<file path="src/rtl/led_button_pkg.sv">
// Shared types and helpers for the multi-channel button/LED block.
package led_button_pkg;

    // LED mode per channel; 2'd3 is never written and recovers to OFF.
    typedef enum logic [1:0] {
        MODE_OFF   = 2'd0,
        MODE_ON    = 2'd1,
        MODE_BLINK = 2'd2
    } mode_t;

    // Press classifier state per channel.
    typedef enum logic [1:0] {
        P_IDLE      = 2'd0,
        P_PRESSED   = 2'd1,
        P_LONG_HELD = 2'd2
    } press_state_t;

    // Converts a duration in milliseconds to clk cycles.
    function automatic int ms_to_cycles(input int clk_freq, input int ms);
        return (clk_freq / 1000) * ms;
    endfunction

endpackage

</file>
<file path="src/rtl/led_button_array_debounce.sv">
// Single-channel button conditioner: 2-FF synchroniser, polarity
// normalisation (pressed = 1) and a stable-time debouncer.
module btn_debounce
    import led_button_pkg::*;
#(
    parameter int CLK_FREQ         = 50_000_000,
    parameter int DEBOUNCE_TIME_MS = 20,
    parameter int BTN_ACTIVE_LOW   = 1
) (
    input  logic clk,
    input  logic rst_n,
    input  logic btn_i,
    output logic level_o
);

    localparam int   DB_CYC       = ms_to_cycles(CLK_FREQ, DEBOUNCE_TIME_MS);
    localparam int   CNT_W        = $clog2(DB_CYC + 1);
    // Raw level of a button at rest; the synchroniser resets to it so a
    // released button never looks pressed right after reset.
    localparam logic RELEASED_RAW = (BTN_ACTIVE_LOW != 0) ? 1'b1 : 1'b0;

    logic [1:0]       sync_q;
    logic             pressed;
    logic             stable_q;
    logic [CNT_W-1:0] cnt_q;

    // Two-stage synchroniser for the asynchronous pushbutton.
    always_ff @(posedge clk or negedge rst_n) begin
        if (!rst_n) begin
            sync_q <= {2{RELEASED_RAW}};
        end else begin
            sync_q <= {sync_q[0], btn_i};
        end
    end

    assign pressed = sync_q[1] ^ RELEASED_RAW;

    // Adopt the synced level only after DB_CYC consecutive disagreeing cycles.
    always_ff @(posedge clk or negedge rst_n) begin
        if (!rst_n) begin
            cnt_q    <= '0;
            stable_q <= 1'b0;
        end else if (pressed == stable_q) begin
            cnt_q <= '0;
        end else if (cnt_q == CNT_W'(DB_CYC - 1)) begin
            stable_q <= pressed;
            cnt_q    <= '0;
        end else begin
            cnt_q <= cnt_q + CNT_W'(1);
        end
    end

    assign level_o = stable_q;

endmodule

</file>
<file path="src/rtl/led_button_array.sv">
// N_CH debounced buttons, each classified as short/long press and driving
// one LED in OFF/ON/BLINK mode. All blinking LEDs share one timebase.
module led_button_array
    import led_button_pkg::*;
#(
    parameter int N_CH             = 4,
    parameter int CLK_FREQ         = 50_000_000,
    parameter int DEBOUNCE_TIME_MS = 20,
    parameter int LONG_PRESS_MS    = 1000,
    parameter int BLINK_HALF_MS    = 250,
    parameter int BTN_ACTIVE_LOW   = 1
) (
    input  logic              clk,
    input  logic              rst_n,
    input  logic [N_CH-1:0]   btn_i,
    output logic [N_CH-1:0]   led_o,
    output logic [N_CH-1:0]   short_pulse_o,
    output logic [N_CH-1:0]   long_pulse_o,
    output logic [2*N_CH-1:0] mode_o
);

    localparam int DB_CYC    = ms_to_cycles(CLK_FREQ, DEBOUNCE_TIME_MS);
    localparam int LONG_CYC  = ms_to_cycles(CLK_FREQ, LONG_PRESS_MS);
    localparam int BLINK_CYC = ms_to_cycles(CLK_FREQ, BLINK_HALF_MS);
    localparam int HOLD_W    = $clog2(LONG_CYC + 1);
    localparam int BLINK_W   = $clog2(BLINK_CYC + 1);

    if (DB_CYC < 2 || LONG_CYC < 2 || BLINK_CYC < 2) begin : g_bad_timing
        $error("led_button_array: derived cycle counts must all be >= 2");
    end
    if (N_CH < 1 || N_CH > 16) begin : g_bad_nch
        $error("led_button_array: N_CH must be in 1..16");
    end

    logic [N_CH-1:0]    db_level;
    press_state_t       state_q [N_CH];
    press_state_t       state_d [N_CH];
    logic [HOLD_W-1:0]  hold_q  [N_CH];
    logic [HOLD_W-1:0]  hold_d  [N_CH];
    mode_t              mode_q  [N_CH];
    mode_t              mode_d  [N_CH];
    logic [N_CH-1:0]    short_d;
    logic [N_CH-1:0]    long_d;
    logic [N_CH-1:0]    led_d;
    logic [BLINK_W-1:0] blink_cnt_q;
    logic               blink_phase_q;

    for (genvar i = 0; i < N_CH; i++) begin : g_ch
        btn_debounce #(
            .CLK_FREQ        (CLK_FREQ),
            .DEBOUNCE_TIME_MS(DEBOUNCE_TIME_MS),
            .BTN_ACTIVE_LOW  (BTN_ACTIVE_LOW)
        ) u_debounce (
            .clk    (clk),
            .rst_n  (rst_n),
            .btn_i  (btn_i[i]),
            .level_o(db_level[i])
        );

        assign mode_o[2*i +: 2] = mode_q[i];
    end

    // Press classifier next state: short on release before the long
    // threshold, long exactly once when the hold reaches it.
    always_comb begin
        for (int i = 0; i < N_CH; i++) begin
            state_d[i] = state_q[i];
            hold_d[i]  = hold_q[i];
            short_d[i] = 1'b0;
            long_d[i]  = 1'b0;
            case (state_q[i])
                P_IDLE: begin
                    if (db_level[i]) begin
                        state_d[i] = P_PRESSED;
                        hold_d[i]  = '0;
                    end
                end
                P_PRESSED: begin
                    if (!db_level[i]) begin
                        short_d[i] = 1'b1;
                        state_d[i] = P_IDLE;
                    end else if (hold_q[i] == HOLD_W'(LONG_CYC - 1)) begin
                        long_d[i]  = 1'b1;
                        state_d[i] = P_LONG_HELD;
                    end else begin
                        hold_d[i] = hold_q[i] + HOLD_W'(1);
                    end
                end
                P_LONG_HELD: begin
                    if (!db_level[i]) begin
                        state_d[i] = P_IDLE;
                    end
                end
                default: begin
                    state_d[i] = P_IDLE;
                end
            endcase
        end
    end

    // Mode next state, driven by the same events that become the pulses so
    // the new mode and the pulse appear together.
    always_comb begin
        for (int i = 0; i < N_CH; i++) begin
            mode_d[i] = mode_q[i];
            case (mode_q[i])
                MODE_OFF:   if (short_d[i]) mode_d[i] = MODE_ON;
                MODE_ON:    if (short_d[i]) mode_d[i] = MODE_OFF;
                MODE_BLINK: if (short_d[i]) mode_d[i] = MODE_OFF;
                default:    mode_d[i] = MODE_OFF;
            endcase
            if (long_d[i]) begin
                mode_d[i] = MODE_BLINK;
            end
        end
    end

    // LED level from the current mode and the shared blink phase.
    always_comb begin
        led_d = '0;
        for (int i = 0; i < N_CH; i++) begin
            case (mode_q[i])
                MODE_ON:    led_d[i] = 1'b1;
                MODE_BLINK: led_d[i] = blink_phase_q;
                default:    led_d[i] = 1'b0;
            endcase
        end
    end

    // Per-channel state, mode, pulse and LED registers.
    always_ff @(posedge clk or negedge rst_n) begin
        if (!rst_n) begin
            for (int i = 0; i < N_CH; i++) begin
                state_q[i] <= P_IDLE;
                hold_q[i]  <= '0;
                mode_q[i]  <= MODE_OFF;
            end
            short_pulse_o <= '0;
            long_pulse_o  <= '0;
            led_o         <= '0;
        end else begin
            for (int i = 0; i < N_CH; i++) begin
                state_q[i] <= state_d[i];
                hold_q[i]  <= hold_d[i];
                mode_q[i]  <= mode_d[i];
            end
            short_pulse_o <= short_d;
            long_pulse_o  <= long_d;
            led_o         <= led_d;
        end
    end

    // Free-running blink timebase; never restarted so all LEDs stay in phase.
    always_ff @(posedge clk or negedge rst_n) begin
        if (!rst_n) begin
            blink_cnt_q   <= '0;
            blink_phase_q <= 1'b0;
        end else if (blink_cnt_q == BLINK_W'(BLINK_CYC - 1)) begin
            blink_cnt_q   <= '0;
            blink_phase_q <= ~blink_phase_q;
        end else begin
            blink_cnt_q <= blink_cnt_q + BLINK_W'(1);
        end
    end

endmodule

</file>
<file path="config.mk">
export PLATFORM = sky130hd
export DESIGN_NAME = led_button_array
export DESIGN_NICKNAME = d
export VERILOG_FILES = /design/src/rtl/led_button_pkg.sv /design/src/rtl/led_button_array_debounce.sv /design/src/rtl/led_button_array.sv
export SDC_FILE = /design/constraint.sdc
export NUM_CORES = 1
export LEC_CHECK = 0
export ABC_AREA = 0
export ABC_CLOCK_PERIOD_IN_PS = 5000
export CAP_MARGIN = 20
export CELL_PAD_IN_SITES_DETAIL_PLACEMENT = 0
export CELL_PAD_IN_SITES_GLOBAL_PLACEMENT = 1
export CORE_MARGIN = 5
export CORE_UTILIZATION = 53
export DETAILED_ROUTE_END_ITERATION = 6
export GPL_ROUTABILITY_DRIVEN = 0
export GPL_TIMING_DRIVEN = 0
export PLACE_DENSITY = 0.86
export SETUP_SLACK_MARGIN = 0.15
export SKIP_LAST_GASP = 1
export SLEW_MARGIN = 20
export SYNTH_ARGS = -nofsm -noshare
export SYNTH_HDL_FRONTEND = slang
export SYNTH_HIERARCHICAL = 1
export SYNTH_SLANG_ARGS = --single-unit
</file>
<file path="constraint.sdc">
create_clock -name clk -period 5 [get_ports clk]
set_input_delay 0.5 -clock clk [delete_from_list [all_inputs] [get_ports clk]]
set_output_delay 0.5 -clock clk [all_outputs]
set_load 0.01 [all_outputs]
</file>
==> out/metrics.yaml, run 1 <==
final_nets: 1434
cp.arrival_ns: 2.97
cts_hold_buf: 1
reg2reg_from: "hold_q[26]"
gr-total-overflow: 0
drt_pre_antenna_iters: 5
drt_iter0_markers: 741
max_freq_ghz: 0.393
port_buffers: 25
hold_viol: 0
rr_endpoint: "hold_q[37]"
p_per_area_nw_per_um2: 290
async_reset_ff_share_pct: 100
cp_max_fo: 7
synth_edf_count: 0
grt_pass1_vias: 9869
netlist_area_um2: 12800
skew_ns: 0.0137
coreArea_um2: 24100
track_usage_pct: 19.5
grt_pass1_wl_mm: 47.4
start_util_pct: 53.3
yosysWarnings: 6
p_leak_nw: 6.01
avgSynthCellArea_um2: 9.52
cts_root_buf: "clkbuf_16"
cts_tree: "built"
ys.flop_type: "dfrtp_1"
run_status: "complete, no violations"
crit_type: "register to register"
end_kind: "register"
antenna_cells: 0
min_path_type: "register to register"
slowest_delay_ns: 0.90
io_pins: 26
seq_area_frac_synth_pct: 48.6
synthCells: 1349
critPathLaunchType: "register"
vias: 10176
dp_hpwl_mm: 18.2
cts_buffers: 28
synth_seq_cells: 249
crit_chain: "ha_1 -> and3_1 -> clkbuf_1 -> nand2_1 -> nor4_1 -> nor4_1 -> a211o_1"
wl_per_cell_um: 15.4
rows: 57
cts.sinks: 249
crit_path_frequent_cell: "nor4_1"
die-width_um: 166
cpMaxStageDelayCell: "nor4_1"
fp.dieArea_um2: 27400
die_y_um: 166
worst_pin_slew_ns: 1.05
final_layout_size_suffix_gt1_share_pct: 8.05
tns_ns: 0
drt_wl_total_mm: 27.1
reg2reg_depth: 7
min-delay-start: "g_ch[1].u_debounce/sync_q[0]"
fin_crit_sh_pct: 50.9
drcViolationCount: 0
drtAntennaViolNets: 0
cts_setup_buffers: 0
layout-area-overhead-vs-synth_pct: 13.2
r2r_slack_ns: 2.45
fillers: 2129
clk_pin_slew_ns: 0.06
cts_resized: 0
peakVddDrop_uv: 236
rsz0062_at_grt: "no"
maxSlewViolCount: 0
setup_violations: 0
min_to: "g_ch[1].u_debounce/sync_q[1]"
whs_ns: 0.356
min_path_cells: 0
synth_fp_nets: 1376
drv_cap: 0
htreeDepth: 1
antenna_found_initial: 0
slew-limit-headroom_pct: 29.0
grt_start_max_net_pins: 86
vias_per_cell: 5.80
clk_latency_ns: 0.54
period_minus_slack_ns: 2.55
ys_types: 80
required_ns: 5.42
clockBufferDepth: 3
-- cell type report --
type,instances,area (um2),area share (%)
well taps,324,405,2.79
clock inverters,11,125,0.861
multi-input cells,999,6170,42.4
repair buffers,28,320,2.20
plain buffers,46,221,1.52
clock buffers,41,850,5.84
flip-flops and latches,249,6240,42.9
inverters,55,206,1.42
-- power breakdown --
group	switching, mW	leakage, nW	internal, mW
combinational	0.0583	2.10	0.0214
sequential	0.0105	3.43	2.03
clock	0.824	0.480	1.28
-- stage by stage --
step | power, mW | area, um2 | cells | setup slack [ns] | utilization [%]
final | 4.22 | 14500 | 1753 | 2.45 | 60.3
after detailed placement | 2.16 | 13600 | 1700 | 2.50 | 56.2
after global routing | 4.38 | 14500 | 1753 | 2.24 | 60.3
after CTS | 4.29 | 14500 | 1753 | 2.48 | 60.3
after floorplan | 2.10 | 12800 | 1349 | 3.00 | -
after global placement | 2.15 | 13500 | 1698 | -7.38 | 56.0
-- critical path: cells and delay by family, from the launching register on --
kind | cells | cell delay [ns]
AND/OR/NAND/NOR | 4 | 1.31
flip-flops | 1 | 0.40
AO/OA/AOI/OAI | 1 | 0.26
buffers and inverters | 1 | 0.25
adder cells (fa/ha/maj) | 1 | 0.21
-- worst max-delay path by stage --
stage / start / endpoint / slack [ns] / depth (start not counted)
3_3_place_gp: rst_n / led_o[0] / -7.38 / 1
4_1_cts: hold_q[26] / hold_q[37] / 2.48 / 7
6_report: hold_q[26] / hold_q[37] / 2.45 / 7
3_5_place_dp: hold_q[26] / hold_q[37] / 2.50 / 7
5_1_grt: hold_q[26] / hold_q[37] / 2.24 / 7
2_1_floorplan: g_ch[1].u_debounce/cnt_q[12] / g_ch[1].u_debounce/cnt_q[10] / 3.00 / 5
-- routing by layer --
layer	share of wire (%)	GRT usage, %	up-vias
met5	0	0	-
met1	48	27.6	4926
li1	-	-	5036
met2	47	32.2	172
met4	2.1	4.77	0
met3	3.4	2.72	42
-- cells in the mapped netlist, drive strengths merged (3+ instances only) --
cell type | n | area [um2]
nor2 | 149 | 562
a21oi | 46 | 234
xor2 | 34 | 298
buf | 15 | 104
nor3 | 33 | 165
nand3 | 77 | 390
or2 | 8 | 50.1
o211ai | 9 | 67.6
dfrtp | 241 | 6030
a211o | 5 | 43.8
o311ai | 6 | 52.6
nor4 | 41 | 309
nor2b | 11 | 68.8
dfstp | 8 | 210
ha | 21 | 263
a21o | 3 | 22.5
o31ai | 32 | 240
a31oi | 20 | 125
clkbuf | 31 | 118
nand3b | 6 | 45.0
o22ai | 5 | 31.3
or3 | 17 | 108
nand4 | 54 | 357
o221ai | 6 | 52.6
or4b | 5 | 53.8
nand2b | 9 | 56.3
nand2 | 114 | 430
nor3b | 3 | 27.5
o41ai | 6 | 52.6
a31o | 5 | 43.8
mux2i | 9 | 90.1
nor4bb | 5 | 50.1
a41oi | 6 | 52.6
nor4b | 3 | 26.3
and2 | 13 | 81.3
xnor2 | 63 | 552
and4 | 13 | 114
o21ai | 86 | 464
or4 | 28 | 223
and3 | 26 | 163
inv | 53 | 199
-- cells in the final DEF (no fill, tap or decap), types with 24 or more instances in the layout --
cell type / n
nand4_1: 51
nor3_1: 33
a21oi_1: 45
xnor2_1: 63
or4_1: 24
inv_1: 52
clkbuf_1: 33
xor2_1: 34
nor2_1: 148
and3_1: 26
nand2_1: 113
nor4_1: 34
dfrtp_1: 241
o31ai_1: 32
o21ai_0: 83
nand3_1: 76
clkbuf_16: 28
clkdlybuf4s50_1: 24
-- kinds of logic after synthesis --
| logic type | count (synthesis) | share of synthesized area (%) |
|---|---|---|
| flops | 249 | 48.6 |
| xor+xnor | 97 | 6.62 |
| mux | 9 | 0.702 |
| compound gates | 252 | 12.8 |
| fa+ha+maj | 21 | 2.05 |
| simple gates | 620 | 25.9 |
| buf+inv | 101 | 3.33 |
-- registers in the layout, indices dropped and copies added (netlist names) --
register / count
blink_cnt_q: 24
long_pulse_o: 4
g_ch.u_debounce/level_o: 4
mode_o: 8
short_pulse_o: 4
led_o: 4
g_ch.u_debounce/sync_q: 8
blink_phase_q: 1
state_q: 8
g_ch.u_debounce/cnt_q: 80
hold_q: 104
No activity file was read; power rests on OpenSTA's default activity.
==> run 2, diff against run 1 <==
--- a/config.mk
+++ b/config.mk
@@ -6,16 +6,16 @@
 export NUM_CORES = 1
 export LEC_CHECK = 0
 export ABC_AREA = 0
-export ABC_CLOCK_PERIOD_IN_PS = 5000
+export ABC_CLOCK_PERIOD_IN_PS = 2200
 export CAP_MARGIN = 20
 export CELL_PAD_IN_SITES_DETAIL_PLACEMENT = 0
 export CELL_PAD_IN_SITES_GLOBAL_PLACEMENT = 1
 export CORE_MARGIN = 5
-export CORE_UTILIZATION = 53
+export CORE_UTILIZATION = 45
 export DETAILED_ROUTE_END_ITERATION = 6
 export GPL_ROUTABILITY_DRIVEN = 0
 export GPL_TIMING_DRIVEN = 0
-export PLACE_DENSITY = 0.86
+export PLACE_DENSITY = 0.78
 export SETUP_SLACK_MARGIN = 0.15
 export SKIP_LAST_GASP = 1
 export SLEW_MARGIN = 20
==> constraint.sdc (replaced) <==
create_clock -name clk -period 2.2 [get_ports clk]
set_input_delay 0.22 -clock clk [delete_from_list [all_inputs] [get_ports clk]]
set_output_delay 0.22 -clock clk [all_outputs]
set_load 0.01 [all_outputs]
==> run 2 against run 1 <==
Net effect: first-iteration DRC count fell by 5.4%; largest power group unchanged; cell area rose by 8.9%; die area rose by 17%; power rose by 130%; highest routed layer unchanged; combinational power rose to 2.8 times the previous value; sequential share of layout area fell by 3.4 points; final cell count rose by 7.6%; setup slack got worse by 2.3 ns; clock-buffer cell count rose by 3.
==> out/metrics.yaml, run 2 (synthesized netlist as in run 1, its figures left out) <==
largest_register: "hold_q"
period_minus_slack_ns: 2.08  # -0.464 ns
grt_pass1_wl_mm: 49.1  # +3.5%
tns_ns: 0  # unchanged
crit_type: "register to register"
hold_viol: 0  # unchanged
maxSlewViolCount: 0  # unchanged
die-width_um: 179  # +8.0%
rsz0062_at_grt: "yes"
layout-area-overhead-vs-synth_pct: 23.3
min_path_type: "input pin to register"
grt_start_max_net_pins: 95  # +10%
worst_pin_slew_ns: 0.708  # -0.347 ns
cts_buffers: 29  # +3.6%
drcViolationCount: 0  # unchanged
clockBufferDepth: 3  # unchanged
fin_ws_ns: 0.117  # -2.34 ns
cp.arrival_ns: 2.51  # -0.46 ns
final_layout_size_suffix_gt1_share_pct: 20.4  # +12 points
drt_wl_total_mm: 29.5  # +9.1%
wl_per_cell_um: 15.6  # +1.4%
vias: 10590  # +4.1%
start_util_pct: 45.8  # -7.4 points
drt_iter0_markers: 701  # -5.4%
cts_tree: "built"
antenna_cells: 0  # unchanged
gr-total-overflow: 0  # unchanged
rr_endpoint: "g_ch[3].u_debounce/cnt_q[5]"
pre_cts_slack_ns: -0.342  # -2.84 ns
drt_pre_antenna_iters: 5  # unchanged
dp_hpwl_mm: 18.4  # +1.2%
antenna_found_initial: 0  # unchanged
max_freq_ghz: 0.480  # +22%
startpoint: "g_ch[3].u_debounce/cnt_q[10]"
peakVddDrop_uv: 524  # +120%
cp_max_fo: 5  # -2
required_ns: 2.62  # -2.80 ns
track_usage_pct: 18.0  # -1.5 points
reg2reg_from: "g_ch[3].u_debounce/cnt_q[10]"
run_status: "complete, no violations"
r2r_slack_ns: 0.12  # -2.34 ns
p_leak_nw: 6.57  # +9.3%
setup_violations: 0  # unchanged
end_kind: "register"
critPathLaunchType: "register"
drtAntennaViolNets: 0  # unchanged
io_pins: 26  # unchanged
top_regs: "hold_q (104), g_ch.u_debounce/cnt_q (80), blink_cnt_q (24)"
reg2reg_depth: 5  # -2
vias_per_cell: 5.62  # -3.3%
fin_crit_sh_pct: 94.7  # +44 points
largest_register_ffs: 104  # unchanged
fp.dieArea_um2: 32000  # +17%
layout_common_cells: "223 x dfrtp_1, 117 x nor2_1, 111 x nand2_1"
utilization_pct: 56.5  # -3.8 points
final_nets: 1512  # +5.4%
rows: 61  # +7.0%
die_y_um: 179  # +8.0%
clk_pin_slew_ns: 0.06  # about the same
coreArea_um2: 28000  # +16%
critPathCapture: "g_ch[3].u_debounce/cnt_q[5]"
skew_ns: 0.0107  # -0.00295 ns
min_path_cells: 1  # +1
cts_root_buf: "clkbuf_16"
clk_latency_ns: 0.54  # about the same
cts.sinks: 249  # unchanged
port_buffers: 25  # unchanged
slew-limit-headroom_pct: 52.6  # +24 points
htreeDepth: 1  # unchanged
drv_cap: 0  # unchanged
p_per_area_nw_per_um2: 601  # +110%
grt_pass1_vias: 9875  # +0.061%
layout_commonest_cell: "dfrtp_1"
totalPowerFinal_mw: 9.51  # +130%
## run 2: cell types whose count changed in the layout (fill, tap and decap cells not counted), moves of 10 or more
cell	before	now
dfrtp_2	0	18
buf_6	4	20
clkbuf_2	1	13
nor2_2	1	25
o31ai_1	32	22
buf_4	2	63
dfrtp_1	241	223
nor2_1	148	117
## run 2: metal layers
layer	global-route usage, %	share of wire (%)	vias to the layer above
met1	25.8	47	5165
li1	-	-	5201
met4	4.41	2.3	0
met3	2.26	3.2	48
met2	29.4	47	176
met5	0	0	-
## run 2: worst min path at each step
stage / slack, ns / from / endpoint
2_1_floorplan: -0.08 / rst_n / blink_cnt_q[0]
3_3_place_gp: 0.35 / g_ch[1].u_debounce/sync_q[0] / g_ch[1].u_debounce/sync_q[1]
3_5_place_dp: 0.24 / rst_n / mode_o[4]
4_1_cts: 0.06 / btn_i[1] / g_ch[1].u_debounce/sync_q[0]
5_1_grt: 0.05 / btn_i[1] / g_ch[1].u_debounce/sync_q[0]
6_report: 0.08 / btn_i[1] / g_ch[1].u_debounce/sync_q[0]
## run 2: per-stage QoR
| stage | cell area, um2 | std cells | hold WS [ns] |
|---|---|---|---|
| 3_5_place_dp | 13600 | 1754 | 0.242 |
| 4_1_cts | 15000 | 1839 | 0.0588 |
| 5_1_grt | 15800 | 1886 | 0.0549 |
| 3_3_place_gp | 13600 | 1752 | 0.347 |
| 2_1_floorplan | 12800 | 1349 | -0.0756 |
| 6_report | 15800 | 1886 | 0.0819 |
## run 2: area by class of cell
cell class / instances / area (um2)
Tap cell: 378 / 473
Clock buffer: 44 / 852
Timing Repair Buffer: 105 / 983
Buffer: 46 / 283
Inverter: 55 / 215
Fill cell: 2500 / 12200
Multi-Input combinational cell: 999 / 6690
Sequential cell: 249 / 6260
Clock inverter: 10 / 78.8
## run 2: power by group
group	internal [mW]	total, mW	switching, mW
logic	0.0711	0.221	0.150
clock network	2.77	4.65	1.88
registers	4.61	4.64	0.0262
## run 2: worst max-delay path: stages, from the launching register on
cell and delay [ns]:
dfrtp_1 0.42, or4_4 0.52, or4_4 0.53, o21ai_4 0.26
buf_6 0.19, nor2_1 0.06
## run 2: repair_timing
action / 4_1_cts / 5_1_grt
buffers inserted: 28 / 45
hold endpoints to repair: 73 / 0
setup endpoints to repair: 103 / 168
gates resized for setup: 43 / 150
hold buffers: 1 / 0
gates cloned: 2 / 2
pin swaps: 9 / 51
